[src/rtl/mult_pkg.sv]
// ---------------------------------------------------------------------------
// mult_pkg
// Shared definitions for the radix-4 Booth multiplier family:
//   - mult_state_t  : control FSM states (IDLE / RUN / DONE)
//   - booth_digit_t : recoded radix-4 Booth digit {0, +1, +2, -1, -2}
//   - booth_sel_t   : partial-product select lines {neg, one, two}
//   - digit_to_sel  : maps a Booth digit onto its select lines
//   - n_iter        : number of radix-4 iterations for a given operand width
// ---------------------------------------------------------------------------
package mult_pkg;

  typedef enum logic [1:0] {
    ST_IDLE,
    ST_RUN,
    ST_DONE
  } mult_state_t;

  typedef enum logic [2:0] {
    BD_ZERO,
    BD_POS1,
    BD_POS2,
    BD_NEG1,
    BD_NEG2
  } booth_digit_t;

  typedef struct packed {
    logic neg;
    logic one;
    logic two;
  } booth_sel_t;

  localparam booth_sel_t SEL_ZERO = booth_sel_t'(3'b000);
  localparam booth_sel_t SEL_POS1 = booth_sel_t'(3'b010);
  localparam booth_sel_t SEL_POS2 = booth_sel_t'(3'b001);
  localparam booth_sel_t SEL_NEG1 = booth_sel_t'(3'b110);
  localparam booth_sel_t SEL_NEG2 = booth_sel_t'(3'b101);

  function automatic booth_sel_t digit_to_sel(booth_digit_t d);
    booth_sel_t s;
    case (d)
      BD_POS1: s = SEL_POS1;
      BD_POS2: s = SEL_POS2;
      BD_NEG1: s = SEL_NEG1;
      BD_NEG2: s = SEL_NEG2;
      default: s = SEL_ZERO;
    endcase
    return s;
  endfunction

  // The multiplier is extended by two bits (sign/zero) so that the same
  // signed Booth recoding serves both modes; that gives width/2+1 digits.
  function automatic int n_iter(int width);
    return width / 2 + 1;
  endfunction

endpackage

[src/rtl/booth_r4_recode.sv]
// ---------------------------------------------------------------------------
// booth_r4_recode
// Combinational radix-4 Booth recoder. Turns a 3-bit overlapping window
// {b[i+1], b[i], b[i-1]} of the multiplier into partial-product selects.
// Ports:
//   window_i [2:0]  multiplier window, bit 0 is the guard/previous bit
//   neg_o           subtract the selected multiple
//   one_o           select 1x multiplicand
//   two_o           select 2x multiplicand
// ---------------------------------------------------------------------------
module booth_r4_recode
  import mult_pkg::*;
(
  input  logic [2:0] window_i,
  output logic       neg_o,
  output logic       one_o,
  output logic       two_o
);

  booth_digit_t digit;
  booth_sel_t   sel;

  // Standard radix-4 Booth table: digit = -2*b[i+1] + b[i] + b[i-1].
  // Window 111 is a zero digit with neg clear, so no -0 reaches the adder.
  always_comb begin
    digit = BD_ZERO;
    case (window_i)
      3'b001, 3'b010: digit = BD_POS1;
      3'b011:         digit = BD_POS2;
      3'b100:         digit = BD_NEG2;
      3'b101, 3'b110: digit = BD_NEG1;
      default:        digit = BD_ZERO;
    endcase
  end

  assign sel   = digit_to_sel(digit);
  assign neg_o = sel.neg;
  assign one_o = sel.one;
  assign two_o = sel.two;

endmodule

[src/rtl/booth_mult_param.sv]
// ---------------------------------------------------------------------------
// booth_mult_param
// Multi-cycle radix-4 Booth multiplier, WIDTH x WIDTH -> 2*WIDTH, signed or
// unsigned. One Booth digit is retired per clock; a result appears
// WIDTH/2+1 edges after the start edge and is held until the next start.
// WIDTH must be even and at least 4.
// Ports:
//   clock            rising-edge clock
//   reset_n          asynchronous active-low reset
//   ctrl_MULT        start / restart pulse, samples operands and mode
//   ctrl_signed      1 = two's complement operands, 0 = unsigned
//   data_operandA    multiplicand
//   data_operandB    multiplier
//   data_result      low half of product (0 unless data_resultRDY)
//   data_result_hi   high half of product (0 unless data_resultRDY)
//   data_exception   product does not fit in WIDTH bits for the mode
//   data_resultRDY   result valid
//   data_busy        iteration in progress
// ---------------------------------------------------------------------------
module booth_mult_param
  import mult_pkg::*;
#(
  parameter int WIDTH = 32
) (
  input  logic             clock,
  input  logic             reset_n,
  input  logic             ctrl_MULT,
  input  logic             ctrl_signed,
  input  logic [WIDTH-1:0] data_operandA,
  input  logic [WIDTH-1:0] data_operandB,
  output logic [WIDTH-1:0] data_result,
  output logic [WIDTH-1:0] data_result_hi,
  output logic             data_exception,
  output logic             data_resultRDY,
  output logic             data_busy
);

  localparam int N_ITER = n_iter(WIDTH);
  // Operands carry two extension bits so unsigned values stay positive
  // under signed Booth arithmetic and the digit count is whole.
  localparam int XW     = WIDTH + 2;
  // Accumulator headroom: |2*A| with A of XW bits needs XW+2 signed bits.
  localparam int AW     = WIDTH + 4;
  localparam int CW     = $clog2(N_ITER + 1);
  localparam logic [CW-1:0] LAST_COUNT = CW'(N_ITER - 1);

  mult_state_t   state_q, state_d;
  logic [CW-1:0] count_q, count_d;
  logic [AW-1:0] acc_q, acc_d;
  logic [XW-1:0] mul_q, mul_d;
  logic          guard_q, guard_d;
  logic [XW-1:0] mcand_q, mcand_d;
  logic          signedMode_q, signedMode_d;

  logic             boothNeg, boothOne, boothTwo;
  logic [AW-1:0]    mcandWide, addend, sum;
  logic [WIDTH-1:0] prodLo, prodHi;
  logic             overflow;

  booth_r4_recode u_recode (
    .window_i ({mul_q[1:0], guard_q}),
    .neg_o    (boothNeg),
    .one_o    (boothOne),
    .two_o    (boothTwo)
  );

  // Partial-product adder: acc + d*A, with d taken from the recoder.
  always_comb begin
    mcandWide = {{2{mcand_q[XW-1]}}, mcand_q};
    addend    = '0;
    if (boothOne) begin
      addend = mcandWide;
    end else if (boothTwo) begin
      addend = mcandWide << 1;
    end
    sum = boothNeg ? (acc_q - addend) : (acc_q + addend);
  end

  // Next-state logic. A start pulse wins in every state, which gives the
  // restart behaviour for free: a partial result is simply overwritten.
  // In RUN the register {acc, mul, guard} is shifted arithmetically right
  // by two after the add, so the next window lands in the low three bits.
  always_comb begin
    state_d      = state_q;
    count_d      = count_q;
    acc_d        = acc_q;
    mul_d        = mul_q;
    guard_d      = guard_q;
    mcand_d      = mcand_q;
    signedMode_d = signedMode_q;

    if (ctrl_MULT) begin
      state_d      = ST_RUN;
      count_d      = '0;
      acc_d        = '0;
      mul_d        = {{2{ctrl_signed & data_operandB[WIDTH-1]}}, data_operandB};
      guard_d      = 1'b0;
      mcand_d      = {{2{ctrl_signed & data_operandA[WIDTH-1]}}, data_operandA};
      signedMode_d = ctrl_signed;
    end else if (state_q == ST_RUN) begin
      acc_d   = {{2{sum[AW-1]}}, sum[AW-1:2]};
      mul_d   = {sum[1:0], mul_q[XW-1:2]};
      guard_d = mul_q[1];
      count_d = count_q + 1'b1;
      if (count_q == LAST_COUNT) begin
        state_d = ST_DONE;
      end
    end
  end

  // State and datapath registers, cleared asynchronously so outputs drop
  // to zero as soon as reset_n falls.
  always_ff @(posedge clock or negedge reset_n) begin
    if (!reset_n) begin
      state_q      <= ST_IDLE;
      count_q      <= '0;
      acc_q        <= '0;
      mul_q        <= '0;
      guard_q      <= 1'b0;
      mcand_q      <= '0;
      signedMode_q <= 1'b0;
    end else begin
      state_q      <= state_d;
      count_q      <= count_d;
      acc_q        <= acc_d;
      mul_q        <= mul_d;
      guard_q      <= guard_d;
      mcand_q      <= mcand_d;
      signedMode_q <= signedMode_d;
    end
  end

  // After the last shift the low XW product bits sit in mul and the rest in
  // acc; the 2*WIDTH product straddles the boundary.
  assign prodLo = mul_q[WIDTH-1:0];
  assign prodHi = {acc_q[WIDTH-3:0], mul_q[XW-1:WIDTH]};

  // Overflow test on the final product; MIN * -1 falls out naturally since
  // its high half is zero while the low half's sign bit is set.
  assign overflow = signedMode_q ? (prodHi != {WIDTH{prodLo[WIDTH-1]}})
                                 : (prodHi != '0);

  assign data_resultRDY = (state_q == ST_DONE);
  assign data_busy      = (state_q == ST_RUN);
  assign data_result    = data_resultRDY ? prodLo : '0;
  assign data_result_hi = data_resultRDY ? prodHi : '0;
  assign data_exception = data_resultRDY & overflow;

endmodule

[config.mk]
export PLATFORM = sky130hd
export DESIGN_NAME = booth_mult_param
export DESIGN_NICKNAME = d
export VERILOG_FILES = /design/src/rtl/mult_pkg.sv /design/src/rtl/booth_r4_recode.sv /design/src/rtl/booth_mult_param.sv
export SDC_FILE = /design/constraint.sdc
export NUM_CORES = 1
export LEC_CHECK = 0
export ABC_AREA = 1
export CAP_MARGIN = 10
export CORE_UTILIZATION = 40
export CTS_CLUSTER_SIZE = 12
export DETAILED_ROUTE_END_ITERATION = 16
export PLACE_DENSITY = 0.58
export SLEW_MARGIN = 10
export SYNTH_ARGS = -nofsm -noshare
export SYNTH_HDL_FRONTEND = slang
export SYNTH_HIERARCHICAL = 1
export SYNTH_SLANG_ARGS = --single-unit
export TNS_END_PERCENT = 5
[constraint.sdc]
create_clock -name clock -period 4.8 [get_ports clock]
set_input_delay 0.96 -clock clock [delete_from_list [all_inputs] [get_ports clock]]
set_output_delay 0.96 -clock clock [all_outputs]
set_load 0.1 [all_outputs]
# Yosys cells after proc, flatten, opt, wreduce, memory -nomap -nowiden
# Cells that the tools add are included.
# classes
n_addsub	3
n_eq_ne	14
mux	19
bitwise	3
reduce_logical	6
# op_table
op	n
36-bit 2-to-1 mux	5
34-bit 2-to-1 mux	2
32-bit 2-to-1 mux	2
36-bit adder	1
36-bit subtractor	1
32-bit inequality test	1
32-bit nonzero test	1
3-bit case mux with 4 select lines	2
3-bit by 2-bit equality test with 1-bit output (second input constant)	4
3-bit equality test (second input constant)	4
5-bit 2-to-1 mux	2
3-bit by 1-bit equality test with 1-bit output (second input constant)	2
2-bit 2-to-1 mux	3
5-bit by 1-bit adder with 5-bit output (second input constant)	1
5-bit equality test (second input constant)	1
2-bit nonzero test	2
2-bit OR reduction	2
1-bit AND	3
1-bit 2-to-1 mux	3
2-bit by 1-bit equality test with 1-bit output (second input constant)	1
2-bit equality test (second input constant)	1
2-bit AND reduction	1
# totals
reg_bits	112
output_inout_bits	67
elab_cells	52

# Logic depth before layout (Yosys ltp)
# Gate-level depths: netlist (run 1).
# depth
ltp_word	11
mapped_depth	31

# By module
# Netlist (run 1), hierarchy kept.
# by_module_without_submodules
module	n_inst	cells_per_inst	area_each_um2	seq_area_each_um2
booth_mult_param	1	1292	8588.2	2752.6
booth_r4_recode	1	18	110.1	0.0

# Least setup slack after synthesis (run 1)
# No wires, ideal clock.
# synth_path
path_type	register to output
start	reg state_q[1]
end	out data_result[10]
arrival_time_ps	3501
t_required_ps	3840
setup_slack_ps	339
stages_incl_launch_ff	6
cell_sequence	dfrtp_1 > inv_1 > nor2_1 > inv_2 > clkbuf_1 > nor2_1
# synth_between
elab_chain_len	2
# synth_lines
item	line_no	text
start: declaration	booth_mult_param.sv:47	mult_state_t state_q, state_d;
start signal: assignment	booth_mult_param.sv:123	state_q <= state_d;
2-bit equality test	booth_mult_param.sv:143	assign data_resultRDY = (state_q == ST_DONE);
net data_resultRDY	booth_mult_param.sv:34	output logic data_resultRDY,
32-bit 2-to-1 mux	booth_mult_param.sv:145	assign data_result = data_resultRDY ? prodLo : '0;
end: declaration	booth_mult_param.sv:31	output logic [WIDTH-1:0] data_result,
# The timed path passes the listed nets, and every way through them passes these cells.

# Worst setup path in the final report (run 1)
# layout_path
start	reg guard_q
end	reg acc_q[34]
# layout_between
elab_chain_len	11
elab_cells_between_ends	21
cone_classes	add/sub: 2; eq/ne: 10; mux: 7; reduce/logical: 2
# layout_lines
item	line_no	text
start: declaration	booth_mult_param.sv:51	logic guard_q, guard_d;
start signal: assignment	booth_mult_param.sv:127	guard_q <= guard_d;
3-bit equality test (tied with other cells)	booth_r4_recode.sv:27	case (window_i)
2-bit OR reduction	booth_r4_recode.sv:27	
3-bit case mux with 4 select lines (*)	booth_r4_recode.sv:27	
3-bit equality test (tied with other cells)	mult_pkg.sv:40	case (d)
3-bit case mux with 4 select lines (*)	mult_pkg.sv:40	
net boothTwo	booth_mult_param.sv:55	logic boothNeg, boothOne, boothTwo;
36-bit 2-to-1 mux (*)	booth_mult_param.sv:73	end else if (boothTwo) begin
36-bit 2-to-1 mux (*)	booth_mult_param.sv:71	if (boothOne) begin
36-bit adder or 36-bit subtractor (tied branches)	booth_mult_param.sv:76	sum = boothNeg ? (acc_q - addend) : (acc_q + addend);
36-bit 2-to-1 mux (*)	booth_mult_param.sv:76	
36-bit 2-to-1 mux (*)	booth_mult_param.sv:100	end else if (state_q == ST_RUN) begin
36-bit 2-to-1 mux (*)	booth_mult_param.sv:92	if (ctrl_MULT) begin
end signal: assignment	booth_mult_param.sv:117	acc_q <= '0;
end signal: assignment	booth_mult_param.sv:125	acc_q <= acc_d;
end: declaration	booth_mult_param.sv:49	logic [AW-1:0] acc_q, acc_d;
# The timed path passes the listed nets; every way through them passes the cells marked *. The select of a mux whose other input is x is not followed.
# A chain may end at the register's enable or synchronous reset.

==> summary.txt, run 1 <==
Run status
  • Status: finished, final reports clean

Global routing
  • Congestion Overflow GR: 0
  • Vias in the first global route: 8184
  • GRT Total Usage: 0.255
  • First-pass GRT wire length: 44000 microns
  • Largest net degree at the start of global routing: 85
  • Initial antenna violation count: 0

Routing
  • Drt first-iter violations: 668
  • WL/cell: 16.3 microns
  • Antenna viol nets, final: 0
  • DRC Markers: 0
  • Routed WL: 27700 microns
  • Vias: 8854
  • DR pass1 iterations: 5
  • Vias per inst: 5.20

Min path
  • Worst hold path class: reg2reg
  • Worst Hold Path EP: state_q[0]$_DFFE_PN0P_
  • WHS Path Cells: 2
  • Min-Delay Startpoint: state_q[0]$_DFFE_PN0P_

Power and ir drop
  • P per Cell Area: 429 nW/um^2
  • Total power: 4.53 mW
  • Static leakage: 5.05 nW
  • Max VDD drop: 0.200 mV

Logic synthesis
  • EDFF count, synth: 0
  • Net Count, Synth: 1421
  • Yosys warns: 6
  • Yosys cell types: 46
  • Synth Flop Type: dfrtp_1
  • Avg Cell Area, Syn: 6.64 sq um
  • Yosys top cell area share: 0.316
  • Yosys reg bits: 110
  • Mapped Cells: 1310
  • Post-synthesis sequential area ratio: 0.316
  • Async SR Flop Fraction: 1.00
  • Top cells by area, synth: dfrtp_1 (32%), nand2_1 (15%), nor2_1 (7.6%), inv_1 (6.5%), o21ai_0 (6.2%)
  • Synthesized area: 8700 sq um
  • Post-synth top cells: nand2_1 (356), nor2_1 (177), inv_1 (150)
  • Count leader, synth: nand2_1
  • Synth area leader: dfrtp_1

Timing
  • Final hold slack: 0.504 ns
  • Fin. Hold Viols: 0
  • Worst slew margin: 0.240
  • Post-route setup TNS: 0 ns
  • Final setup violating endpoints: 0
  • Final Slew Violations: 0
  • Fmax achieved: 229 MHz
  • Period utilization: 0.908
  • Worst-margin pin slew: 1.14 ns
  • Setup Skew: 0.0125 ns
  • Period minus WS final: 4.36 ns
  • RSZ-0062 raised after global routing: no

Worst setup path
  • CP arrival: 4.63 ns
  • CP Data Required Time: 5.08 ns
  • Maximum fanout along the worst path: 11
  • Setup slack, reg-to-reg: 0.44 ns
  • R2R depth: 27
  • R2r endpoint: acc_q[34]$_DFFE_PN0P_
  • Setup crit end kind: flop
  • Worst R2R Start: guard_q$_DFFE_PN0P_
  • Setup CP Type: reg2reg
  • Crit start category: flop

Placement
  • Cells after DPL: 1687
  • Final GP Congestion: 0.982
  • Number of port buffers: 134
  • Dpl hpwl: 21800 microns

Layout
  • Utilization after layout: 0.500
  • Fin nets: 1535
  • Cell Count, Final, Fillers Out: 1704
  • Synth-to-Final Area Change: 21.5%
  • N_diodes: 0
  • Layout cells sized above 1: 0.0644

Die
  • Number of I/O pins: 135
  • Die area: 22300 sq um
  • Core area: 21200 sq um
  • Row cnt: 53
  • Starting density of the core: 0.411
  • Die Span X: 149 microns
  • Die Span Y: 149 microns

CTS
  • CTS tree: built
  • CTS root buf: clkbuf_16
  • Clk Latency, worst-skew pair: 0.37 ns
  • Cts hold-fix bufs: 0
  • H-tree levels: 3
  • TritonCTS Buffers: 9
  • Post-CTS Setup Repair Bufs: 0
  • Clock transition at path regs: 0.09 ns
  • Clk sink count: 110
  • Max Root-Sink Buffers: 2

Flow run
  • Max-Cap Viols: 0
-- placed cells by master, fill, tap and decap left out, types with 10 or more instances in the layout --
cell type	synthesis	layout
a21oi_1	66	65
a22oi_1	13	13
buf_4	1	22
clkdlybuf4s50_1	0	123
dfrtp_1	110	110
ha_1	42	41
inv_1	150	150
nand2_1	356	356
nand2_2	11	11
nand3_1	39	39
nand4_1	25	25
nor2_1	177	176
nor3_1	13	13
o21ai_0	107	105
o21ai_1	18	20
o221ai_1	10	10
o22ai_1	11	11
xor2_1	26	26
-- where the power goes --
part | internal [mW] | leakage [nW] | switching (mW)
clock | 0.370 | 0.148 | 0.419
combinational | 0.808 | 3.53 | 1.65
sequential | 1.11 | 1.37 | 0.177
total | 2.28 | 5.05 | 2.25
-- state kept, by name (all words and copies together) (netlist names) --
signal / cells
acc_q: 34
mul_q: 34
mcand_q: 33
count_q: 5
state_q: 2
guard_q: 1
signedMode_q: 1
-- routing by layer --
layer | GRT usage | wire length [microns] | share of wire
met5 | 0 | 0 | 0
met4 | 0.0811 | 677 | 0.024
met3 | 0.0296 | 1310 | 0.047
met2 | 0.384 | 11900 | 0.43
met1 | 0.378 | 13800 | 0.50
-- area by class of cell --
type	count	area, sq um
fillers	2174	10600
multi-input cells	996	5140
flip-flops and latches	110	2750
repair buffers	147	1430
inverters	160	603
well taps	275	344
clock buffers	9	225
clock inverters	7	75.1
-- worst max-delay path, stage by stage (launching register included) --
cell and delay, ns:
dfrtp_1 0.41, inv_1 0.09, ha_1 0.21, inv_2 0.06, nand2_2 0.06, a21oi_2 0.30
buf_4 0.29, nand2_2 0.18, o21ai_2 0.20, nor2_2 0.07, nand2_1 0.10, nor2_2 0.06
and3_1 0.20, nand2_1 0.07, nand2_1 0.06, xor2_1 0.19, ha_1 0.38, nand2_1 0.12
nor2_1 0.27, nand2_1 0.08, inv_1 0.08, nand4_1 0.14, nand3_1 0.24, nand2_1 0.08
nand2_1 0.13, nand3_1 0.09, nand3_1 0.08, nand2_1 0.05
-- kinds of logic after synthesis --
logic type               count (synthesis)  synth area share
AND/OR/NAND/NOR                        665             0.328
AO/OA/AOI/OAI                          255             0.166
buffers and inverters                  204            0.0936
flip-flops                             110             0.316
adder cells (fa/ha/maj)                 43            0.0627
XOR/XNOR                                33            0.0332
-- worst max-delay path by stage --
stage                                       from               endpoint  slack (ns)  cells past startpoint
final                        guard_q$_DFFE_PN0P_  acc_q[34]$_DFFE_PN0P_        0.44                     27
after global routing         guard_q$_DFFE_PN0P_  acc_q[28]$_DFFE_PN0P_        0.06                     26
after CTS                    guard_q$_DFFE_PN0P_  acc_q[27]$_DFFE_PN0P_        0.42                     21
after detailed placement     guard_q$_DFFE_PN0P_  acc_q[26]$_DFFE_PN0P_        0.44                     21
after global placement      mul_q[0]$_DFFE_PN0P_  acc_q[27]$_DFFE_PN0P_        0.53                     21
after floorplan           state_q[1]$_DFFE_PN0P_        data_result[10]        0.34                      5
-- metrics by stage --
| step | worst slack, ns | cell area, sq um |
|---|---|---|
| final | 0.442 | 10600 |
| after global routing | 0.0603 | 10600 |
| after CTS | 0.424 | 10500 |
| after detailed placement | 0.438 | 10200 |
| after global placement | 0.526 | 10200 |
| after floorplan | 0.339 | 8700 |
-- repair_timing --
action	4_1_cts	5_1_grt
endpoints found under the setup margin	0	3
resized for setup	0	3
hold endpoints to repair	0	0
Note: power is estimated with default switching activity, not from simulation.
==> inputs of run 2 (changes only) <==
--- a/config.mk
+++ b/config.mk
@@ -6,7 +6,7 @@
 export NUM_CORES = 1
 export LEC_CHECK = 0
 export ABC_AREA = 1
-export CAP_MARGIN = 10
+export CAP_MARGIN = 15
 export CORE_UTILIZATION = 40
 export CTS_CLUSTER_SIZE = 12
 export DETAILED_ROUTE_END_ITERATION = 16
@@ -14,6 +14,5 @@
 export SLEW_MARGIN = 10
 export SYNTH_ARGS = -nofsm -noshare
 export SYNTH_HDL_FRONTEND = slang
-export SYNTH_HIERARCHICAL = 1
 export SYNTH_SLANG_ARGS = --single-unit
 export TNS_END_PERCENT = 5
==> summary.txt, run 2 <==
Timing
  • Final Slew Violations: 0 (unchanged)
  • Post-route setup TNS: 0 ns (unchanged)
  • Setup Skew: 0.0125 ns (about the same)
  • Final setup violating endpoints: 0 (unchanged)
  • Fin. Hold Viols: 0 (unchanged)
  • Period utilization: 0.890 (was 0.908)
  • Worst slew margin: 0.348 (was 0.240)
  • RSZ-0062 raised after global routing: no (unchanged)
  • Fmax achieved: 234 MHz (was 229 MHz)
  • Period minus WS final: 4.27 ns (was 4.36 ns)
  • Worst-margin pin slew: 0.975 ns (was 1.14 ns)

Min path
  • Min-Delay Startpoint: mcand_q[22]$_DFFE_PN0P_ (was state_q[0]$_DFFE_PN0P_)
  • Worst hold path class: reg2reg (unchanged)
  • Worst Hold Path EP: mcand_q[22]$_DFFE_PN0P_ (was state_q[0]$_DFFE_PN0P_)
  • WHS Path Cells: 2 (unchanged)

Global routing
  • Met1 Use GR: 0.366 (was 0.378)
  • Grt peak-use layer: met2 (unchanged)
  • Initial antenna violation count: 0 (unchanged)
  • Largest net degree at the start of global routing: 65 (was 85)
  • M3 GR Usage: 0.0266 (was 0.0296)
  • Congestion Overflow GR: 0 (unchanged)
  • M2 GR Usage: 0.406 (was 0.384)
  • GRT Total Usage: 0.253 (was 0.255)
  • Vias in the first global route: 8394 (was 8184)
  • First-pass GRT wire length: 43900 microns (was 44000 microns)

CTS
  • Post-CTS Setup Repair Bufs: 0 (unchanged)
  • Clock transition at path regs: 0.09 ns (about the same)
  • Cts hold-fix bufs: 0 (unchanged)
  • Max Root-Sink Buffers: 2 (unchanged)
  • Clk sink count: 110 (unchanged)
  • TritonCTS Buffers: 9 (unchanged)
  • Clk Latency, worst-skew pair: 0.37 ns (about the same)
  • CTS root buf: clkbuf_16 (unchanged)
  • CTS tree: built (unchanged)
  • H-tree levels: 3 (unchanged)

Routing
  • DRC Markers: 0 (unchanged)
  • WL/cell: 15.9 microns (was 16.3 microns)
  • Antenna viol nets, final: 0 (unchanged)
  • Vias: 8781 (was 8854)
  • Routed WL: 27300 microns (was 27700 microns)
  • Vias per inst: 5.11 (was 5.20)
  • DR pass1 iterations: 4 (was 5)
  • Drt first-iter violations: 410 (was 668)

Worst setup path
  • R2r endpoint: acc_q[28]$_DFFE_PN0P_ (was acc_q[34]$_DFFE_PN0P_)
  • Maximum fanout along the worst path: 9 (was 11)
  • Worst R2R Start: mul_q[0]$_DFFE_PN0P_ (was guard_q$_DFFE_PN0P_)
  • CP delay by family, top: simple AND/OR/NAND/NOR gates (unchanged)
  • R2R depth: 26 (was 27)
  • CP Buf/Inv Count: 4 (unchanged)
  • CP Data Required Time: 5.07 ns (was 5.08 ns)
  • CP arrival: 4.54 ns (was 4.63 ns)
  • Setup slack, reg-to-reg: 0.53 ns (was 0.44 ns)
  • Crit start category: flop (unchanged)
  • Largest stage delay, worst path: 0.39 ns (was 0.41 ns)
  • Setup crit end kind: flop (unchanged)
  • Setup CP Type: reg2reg (unchanged)
  • Critical path's most frequent cell: nand2_1 (unchanged)
  • Slowest-stage cell, CP: dfrtp_1 (unchanged)

Power and ir drop
  • Combinational Power Share: 0.547 (was 0.542)
  • Flop pwr share: 0.276 (was 0.283)
  • Static leakage: 5.27 nW (was 5.05 nW)
  • Max VDD drop: 0.230 mV (was 0.200 mV)
  • Clock power share: 0.177 (was 0.174)
  • P per Cell Area: 443 nW/um^2 (was 429 nW/um^2)
  • Switching share of power: 0.492 (was 0.496)
  • Internal: 2.34 mW (was 2.28 mW)
  • Total power: 4.60 mW (was 4.53 mW)
  • NetSw: 2.26 mW (was 2.25 mW)

Logic synthesis
  • Yosys reg bits: 110 (unchanged)
  • Async SR Flop Fraction: 1.00 (unchanged)
  • Synth Flop Type: dfrtp_1 (unchanged)
  • EDFF count, synth: 0 (unchanged)
  • Net Count, Synth: 1436 (was 1421)
  • Top cells by area, synth: dfrtp_1 (32%), nand2_1 (17%), o21ai_0 (7.1%), nor2_1 (7.0%), inv_1 (6.7%) (was dfrtp_1 (32%), nand2_1 (15%), nor2_1 (7.6%), inv_1 (6.5%), o21ai_0 (6.2%))
  • Mapped Cells: 1325 (was 1310)
  • Synthesized area: 8660 sq um (was 8700 sq um)
  • Count leader, synth: nand2_1 (unchanged)
  • Yosys cell types: 46 (unchanged)
  • Yosys top cell area share: 0.318 (was 0.316)
  • Post-synth top cells: nand2_1 (390), nor2_1 (161), inv_1 (154) (was nand2_1 (356), nor2_1 (177), inv_1 (150))
  • Yosys warns: 0 (was 6)
  • Post-synthesis sequential area ratio: 0.318 (was 0.316)
  • Avg Cell Area, Syn: 6.53 sq um (was 6.64 sq um)
  • Synth area leader: dfrtp_1 (unchanged)

Layout
  • Most frequent cells in the layout: nand2_1 (390), nor2_1 (159), inv_1 (154), o21ai_0 (123), dfrtp_1 (110) (was nand2_1 (356), nor2_1 (176), inv_1 (150), clkdlybuf4s50_1 (123), dfrtp_1 (110))
  • Final Cell Area: 10400 sq um (was 10600 sq um)
  • Cell Count, Final, Fillers Out: 1719 (was 1704)
  • Fillers: 2236 (was 2174)
  • Commonest non-fill, non-tap cell in the layout: nand2_1 (unchanged)
  • Layout cells sized above 1: 0.0886 (was 0.0644)
  • N_diodes: 0 (unchanged)
  • Synth-to-Final Area Change: 20.1% (was 21.5%)
  • Utilization after layout: 0.492 (was 0.500)
  • Regs by FF count: acc_q x34, mul_q x34, mcand_q x33 (unchanged)
  • Fin nets: 1550 (was 1535)

Die
  • Number of I/O pins: 135 (unchanged)
  • Die area: 22200 sq um (was 22300 sq um)
  • Core area: 21200 sq um (unchanged)
  • Die Span X: 149 microns (about the same)
  • Starting density of the core: 0.409 (was 0.411)
  • Row cnt: 53 (unchanged)
  • Die Span Y: 149 microns (about the same)

Flow run
  • Max-Cap Viols: 0 (unchanged)

Run status
  • Status: finished, final reports clean (unchanged)

Placement
  • Final GP Congestion: 0.939 (was 0.982)
  • Placement Cell Area: 10100 sq um (was 10200 sq um)
  • Cells after DPL: 1703 (was 1687)
  • Dpl hpwl: 21600 microns (was 21800 microns)
  • Number of port buffers: 134 (unchanged)
run 2: cell types whose count changed after synthesis, sizes merged, moves of 7 or more:
cell | before | now
xor2 | 26 | 16
nand4 | 25 | 18
nand2 | 369 | 401
xnor2 | 7 | 15
nor2 | 189 | 167
o21ai | 126 | 144
run 2: logic make-up after synthesis:
kind of cell               Yosys count  share of synthesized area
AOI/OAI and AO/OA                  280                      0.182
DFF                                110                      0.318
adders and majority gates           43                     0.0630
xor gates and xnor gates            31                     0.0314
and+or+nand+nor                    655                      0.310
buffers and inverters              206                     0.0957
run 2: timing repair:
| item | in CTS | in global routing |
|---|---|---|
| endpoints found under the setup margin | 0 | 5 |
| hold endpoints to repair | 0 | 0 |
| gates resized for setup | 0 | 5 |
run 2: worst min-delay path, stage by stage (launching register included):
cell and delay, ns:
dfrtp_1 0.37, nand2_1 0.06, nand2_1 0.04
run 2: layout make-up:
| type | instances | area, sq um | share of cell area |
|---|---|---|---|
| well taps | 275 | 344 | 0.0331 |
| clock buffers | 9 | 225 | 0.0217 |
| inverters | 160 | 606 | 0.0582 |
| multi-input cells | 1009 | 5090 | 0.490 |
| repair buffers | 149 | 1290 | 0.124 |
| clock inverters | 7 | 93.8 | 0.00902 |
| flip-flops and latches | 110 | 2750 | 0.265 |
run 2: how the worst max path moves through the flow:
| stage | end | cells after the start | start | slack, ns |
|---|---|---|---|---|
| 6_report | acc_q[28]$_DFFE_PN0P_ | 26 | mul_q[0]$_DFFE_PN0P_ | 0.53 |
| 3_3_place_gp | acc_q[28]$_DFFE_PN0P_ | 26 | mul_q[0]$_DFFE_PN0P_ | 0.53 |
| 4_1_cts | acc_q[28]$_DFFE_PN0P_ | 25 | mul_q[0]$_DFFE_PN0P_ | 0.44 |
| 2_1_floorplan | data_result[10] | 4 | state_q[0]$_DFFE_PN0P_ | 0.34 |
| 5_1_grt | acc_q[34]$_DFFE_PN0P_ | 24 | mul_q[0]$_DFFE_PN0P_ | 0.08 |
| 3_5_place_dp | acc_q[28]$_DFFE_PN0P_ | 25 | mul_q[0]$_DFFE_PN0P_ | 0.45 |
run 2: metal layers:
layer	share of wire	wire (microns)
met5	0	0
met4	0.013	358
met3	0.032	877
met2	0.45	12400
met1	0.50	13700
run 2: per-stage QoR:
stage | setup slack, ns | hold slack, ns
after floorplan | 0.343 | 0.455
after global placement | 0.532 | 0.482
after detailed placement | 0.454 | 0.486
after CTS | 0.445 | 0.508
after global routing | 0.0846 | 0.530
final | 0.530 | 0.504
run 2: power groups by stage:
stage	clock (mW)	combinational, mW	sequential, mW
2_1_floorplan	0	1.84	1.23
3_3_place_gp	0	2.49	1.29
3_5_place_dp	0	2.48	1.29
4_1_cts	0.835	2.49	1.27
5_1_grt	0.865	2.84	1.30
6_report	0.813	2.52	1.27
==> inputs of run 3 (changes only) <==
--- a/config.mk
+++ b/config.mk
@@ -10,7 +10,7 @@
 export CORE_UTILIZATION = 40
 export CTS_CLUSTER_SIZE = 12
 export DETAILED_ROUTE_END_ITERATION = 16
-export PLACE_DENSITY = 0.58
+export PLACE_DENSITY = 0.66
 export SLEW_MARGIN = 10
 export SYNTH_ARGS = -nofsm -noshare
 export SYNTH_HDL_FRONTEND = slang
==> summary.txt, run 3 (synthesis gave the netlist of run 2 again) <==
CTS
  • Cts hold-fix bufs: 0 (unchanged)
  • H-tree levels: 3 (unchanged)
  • CTS tree: built (unchanged)
  • Max Root-Sink Buffers: 2 (unchanged)
  • Clk sink count: 110 (unchanged)
  • Clk Latency, worst-skew pair: 0.37 ns (about the same)
  • Clock transition at path regs: 0.09 ns (about the same)
  • CTS root buf: clkbuf_16 (unchanged)
  • TritonCTS Buffers: 9 (unchanged)

Routing
  • Vias: 8740 (was 8781)
  • WL/cell: 15.2 microns (was 15.9 microns)
  • DR pass1 iterations: 5 (was 4)
  • M1 WL: 12900 microns (was 13700 microns)
  • Routed WL: 26100 microns (was 27300 microns)
  • Top Layer Used: met4 (unchanged)
  • WL met3: 1080 microns (was 877 microns)
  • Met2 WL: 11900 microns (was 12400 microns)
  • Antenna viol nets, final: 0 (unchanged)
  • Vias per inst: 5.09 (was 5.11)
  • DRC Markers: 0 (unchanged)
  • Drt first-iter violations: 564 (was 410)

Global routing
  • Largest net degree at the start of global routing: 61 (was 65)
  • GRT Total Usage: 0.245 (was 0.253)
  • Congestion Overflow GR: 0 (unchanged)
  • Vias in the first global route: 8226 (was 8394)
  • Initial antenna violation count: 0 (unchanged)
  • First-pass GRT wire length: 42700 microns (was 43900 microns)

Power and ir drop
  • Max VDD drop: 0.279 mV (was 0.230 mV)
  • NetSw: 2.26 mW (about the same)
  • Total power: 4.59 mW (was 4.60 mW)
  • Internal: 2.34 mW (about the same)
  • Static leakage: 5.25 nW (was 5.27 nW)
  • Switching share of power: 0.491 (was 0.492)
  • Clock power share: 0.178 (was 0.177)
  • P per Cell Area: 443 nW/um^2 (about the same)
  • Flop pwr share: 0.279 (was 0.276)
  • Combinational Power Share: 0.543 (was 0.547)

Layout
  • Commonest non-fill, non-tap cell in the layout: nand2_1 (unchanged)
  • Final Cell Area: 10400 sq um (about the same)
  • Most frequent cells in the layout: nand2_1 (390), nor2_1 (160), inv_1 (154), o21ai_0 (123), dfrtp_1 (110) (was nand2_1 (390), nor2_1 (159), inv_1 (154), o21ai_0 (123), dfrtp_1 (110))
  • Utilization after layout: 0.490 (was 0.492)
  • N_diodes: 0 (unchanged)
  • Fin nets: 1547 (was 1550)
  • Layout cells sized above 1: 0.0833 (was 0.0886)
  • Synth-to-Final Area Change: 19.8% (was 20.1%)
  • Regs by FF count: acc_q x34, mul_q x34, mcand_q x33 (unchanged)

Timing
  • RSZ-0062 raised after global routing: yes (was no)
  • Setup Skew: 0.0125 ns (about the same)
  • Period utilization: 0.915 (was 0.890)
  • Post-route setup TNS: 0 ns (unchanged)
  • Final hold slack: 0.505 ns (was 0.504 ns)
  • Fin. Hold Viols: 0 (unchanged)
  • Fmax achieved: 228 MHz (was 234 MHz)
  • Worst slew margin: 0.316 (was 0.348)
  • Period minus WS final: 4.39 ns (was 4.27 ns)
  • Worst-margin pin slew: 1.02 ns (was 0.975 ns)
  • Final setup violating endpoints: 0 (unchanged)
  • Final Slew Violations: 0 (unchanged)

Min path
  • WHS Path Cells: 2 (unchanged)
  • Worst hold path class: reg2reg (unchanged)

Run status
  • Status: finished, final reports clean (unchanged)

Die
  • Die area: 22200 sq um (unchanged)
  • Die Span Y: 149 microns (unchanged)
  • Core area: 21200 sq um (unchanged)
  • Number of I/O pins: 135 (unchanged)
  • Row cnt: 53 (unchanged)
  • Die Span X: 149 microns (unchanged)
  • Starting density of the core: 0.409 (unchanged)

Worst setup path
  • R2R depth: 24 (was 26)
  • Setup crit end kind: flop (unchanged)
  • Crit start category: flop (unchanged)
  • Worst R2R Start: mul_q[0]$_DFFE_PN0P_ (unchanged)
  • CP Data Required Time: 5.06 ns (was 5.07 ns)
  • Setup CP Type: reg2reg (unchanged)
  • Maximum fanout along the worst path: 30 (was 9)
  • Setup slack, reg-to-reg: 0.41 ns (was 0.53 ns)
  • CP startpoint: mul_q[0]$_DFFE_PN0P_ (unchanged)
  • R2r endpoint: acc_q[28]$_DFFE_PN0P_ (unchanged)
  • CP arrival: 4.65 ns (was 4.54 ns)
  • CP Capture Point: acc_q[28]$_DFFE_PN0P_ (unchanged)

Placement
  • Final GP Congestion: 0.980 (was 0.939)
  • Dpl hpwl: 20700 microns (was 21600 microns)
  • Placement Cell Area: 10000 sq um (was 10100 sq um)
  • Number of port buffers: 134 (unchanged)

Flow run
  • Max-Cap Viols: 0 (unchanged)
## run 3: cell types whose count changed in the layout (fill, tap and decap cells not counted), sizes merged
cell           previous run  this run
clkinv                    5         4
buf                      82        76
clkdlybuf4s50            67        70
inv                     162       163
## run 3: worst max-delay path, cell delays in order, from the launching register on
cell     delay, ns
dfrtp_1       0.39
inv_1         0.10
ha_1          0.42
inv_4         0.29
nand3_4       0.19
buf_4         0.24
o21ai_0       0.14
nand2_1       0.12
nor2_2        0.15
nand2_1       0.12
nand2_1       0.10
xor2_1        0.15
inv_1         0.08
ha_1          0.37
nand2_1       0.13
nor2_1        0.10
inv_1         0.06
nor3_1        0.26
a21oi_1       0.16
o21ai_0       0.34
nand2_1       0.13
nand2_1       0.08
nand2_1       0.05
nand3_1       0.08
nand2_1       0.05
## run 3: per-layer routing
metal | GRT usage | vias to the layer above
met5 | 0 | -
met4 | 0.0423 | 0
met3 | 0.0266 | 16
met2 | 0.398 | 211
met1 | 0.355 | 3981
li1 | - | 4532
## run 3: worst min path at each step
stage | start | endpoint | slack (ns)
final | state_q[0]$_DFFE_PN0P_ | state_q[0]$_DFFE_PN0P_ | 0.50
after global routing | acc_q[30]$_DFFE_PN0P_ | acc_q[30]$_DFFE_PN0P_ | 0.53
after CTS | state_q[0]$_DFFE_PN0P_ | state_q[0]$_DFFE_PN0P_ | 0.51
after detailed placement | state_q[0]$_DFFE_PN0P_ | state_q[0]$_DFFE_PN0P_ | 0.48
after global placement | mcand_q[15]$_DFFE_PN0P_ | mcand_q[15]$_DFFE_PN0P_ | 0.48
after floorplan | acc_q[32]$_DFFE_PN0P_ | acc_q[32]$_DFFE_PN0P_ | 0.46
## run 3: power by group through the flow
stage | registers, mW | logic [mW] | clock network, mW
after floorplan | 1.23 | 1.84 | 0
final | 1.28 | 2.50 | 0.817
after global routing | 1.30 | 2.83 | 0.872
after detailed placement | 1.29 | 2.45 | 0
after global placement | 1.29 | 2.44 | 0
after CTS | 1.28 | 2.47 | 0.839
## run 3: stage by stage
stage          cells  worst slack, ns
2_1_floorplan   1325            0.343
3_3_place_gp    1700            0.457
3_5_place_dp    1700            0.394
4_1_cts         1716            0.350
5_1_grt         1716          -0.0661
6_report        1716            0.408
## run 3: area by class of cell
class | instances | area, sq um
clock buffer | 9 | 225
clock inverter | 7 | 91.3
fill | 2244 | 10800
inverter | 160 | 603
multi-input combinational | 1009 | 5090
sequential | 110 | 2750
tap | 275 | 344
timing repair buffer | 146 | 1270
## run 3: timing repair
item	in CTS	in global routing
gates resized for setup	0	2
endpoints found under the setup margin	0	10
buffers inserted	0	0
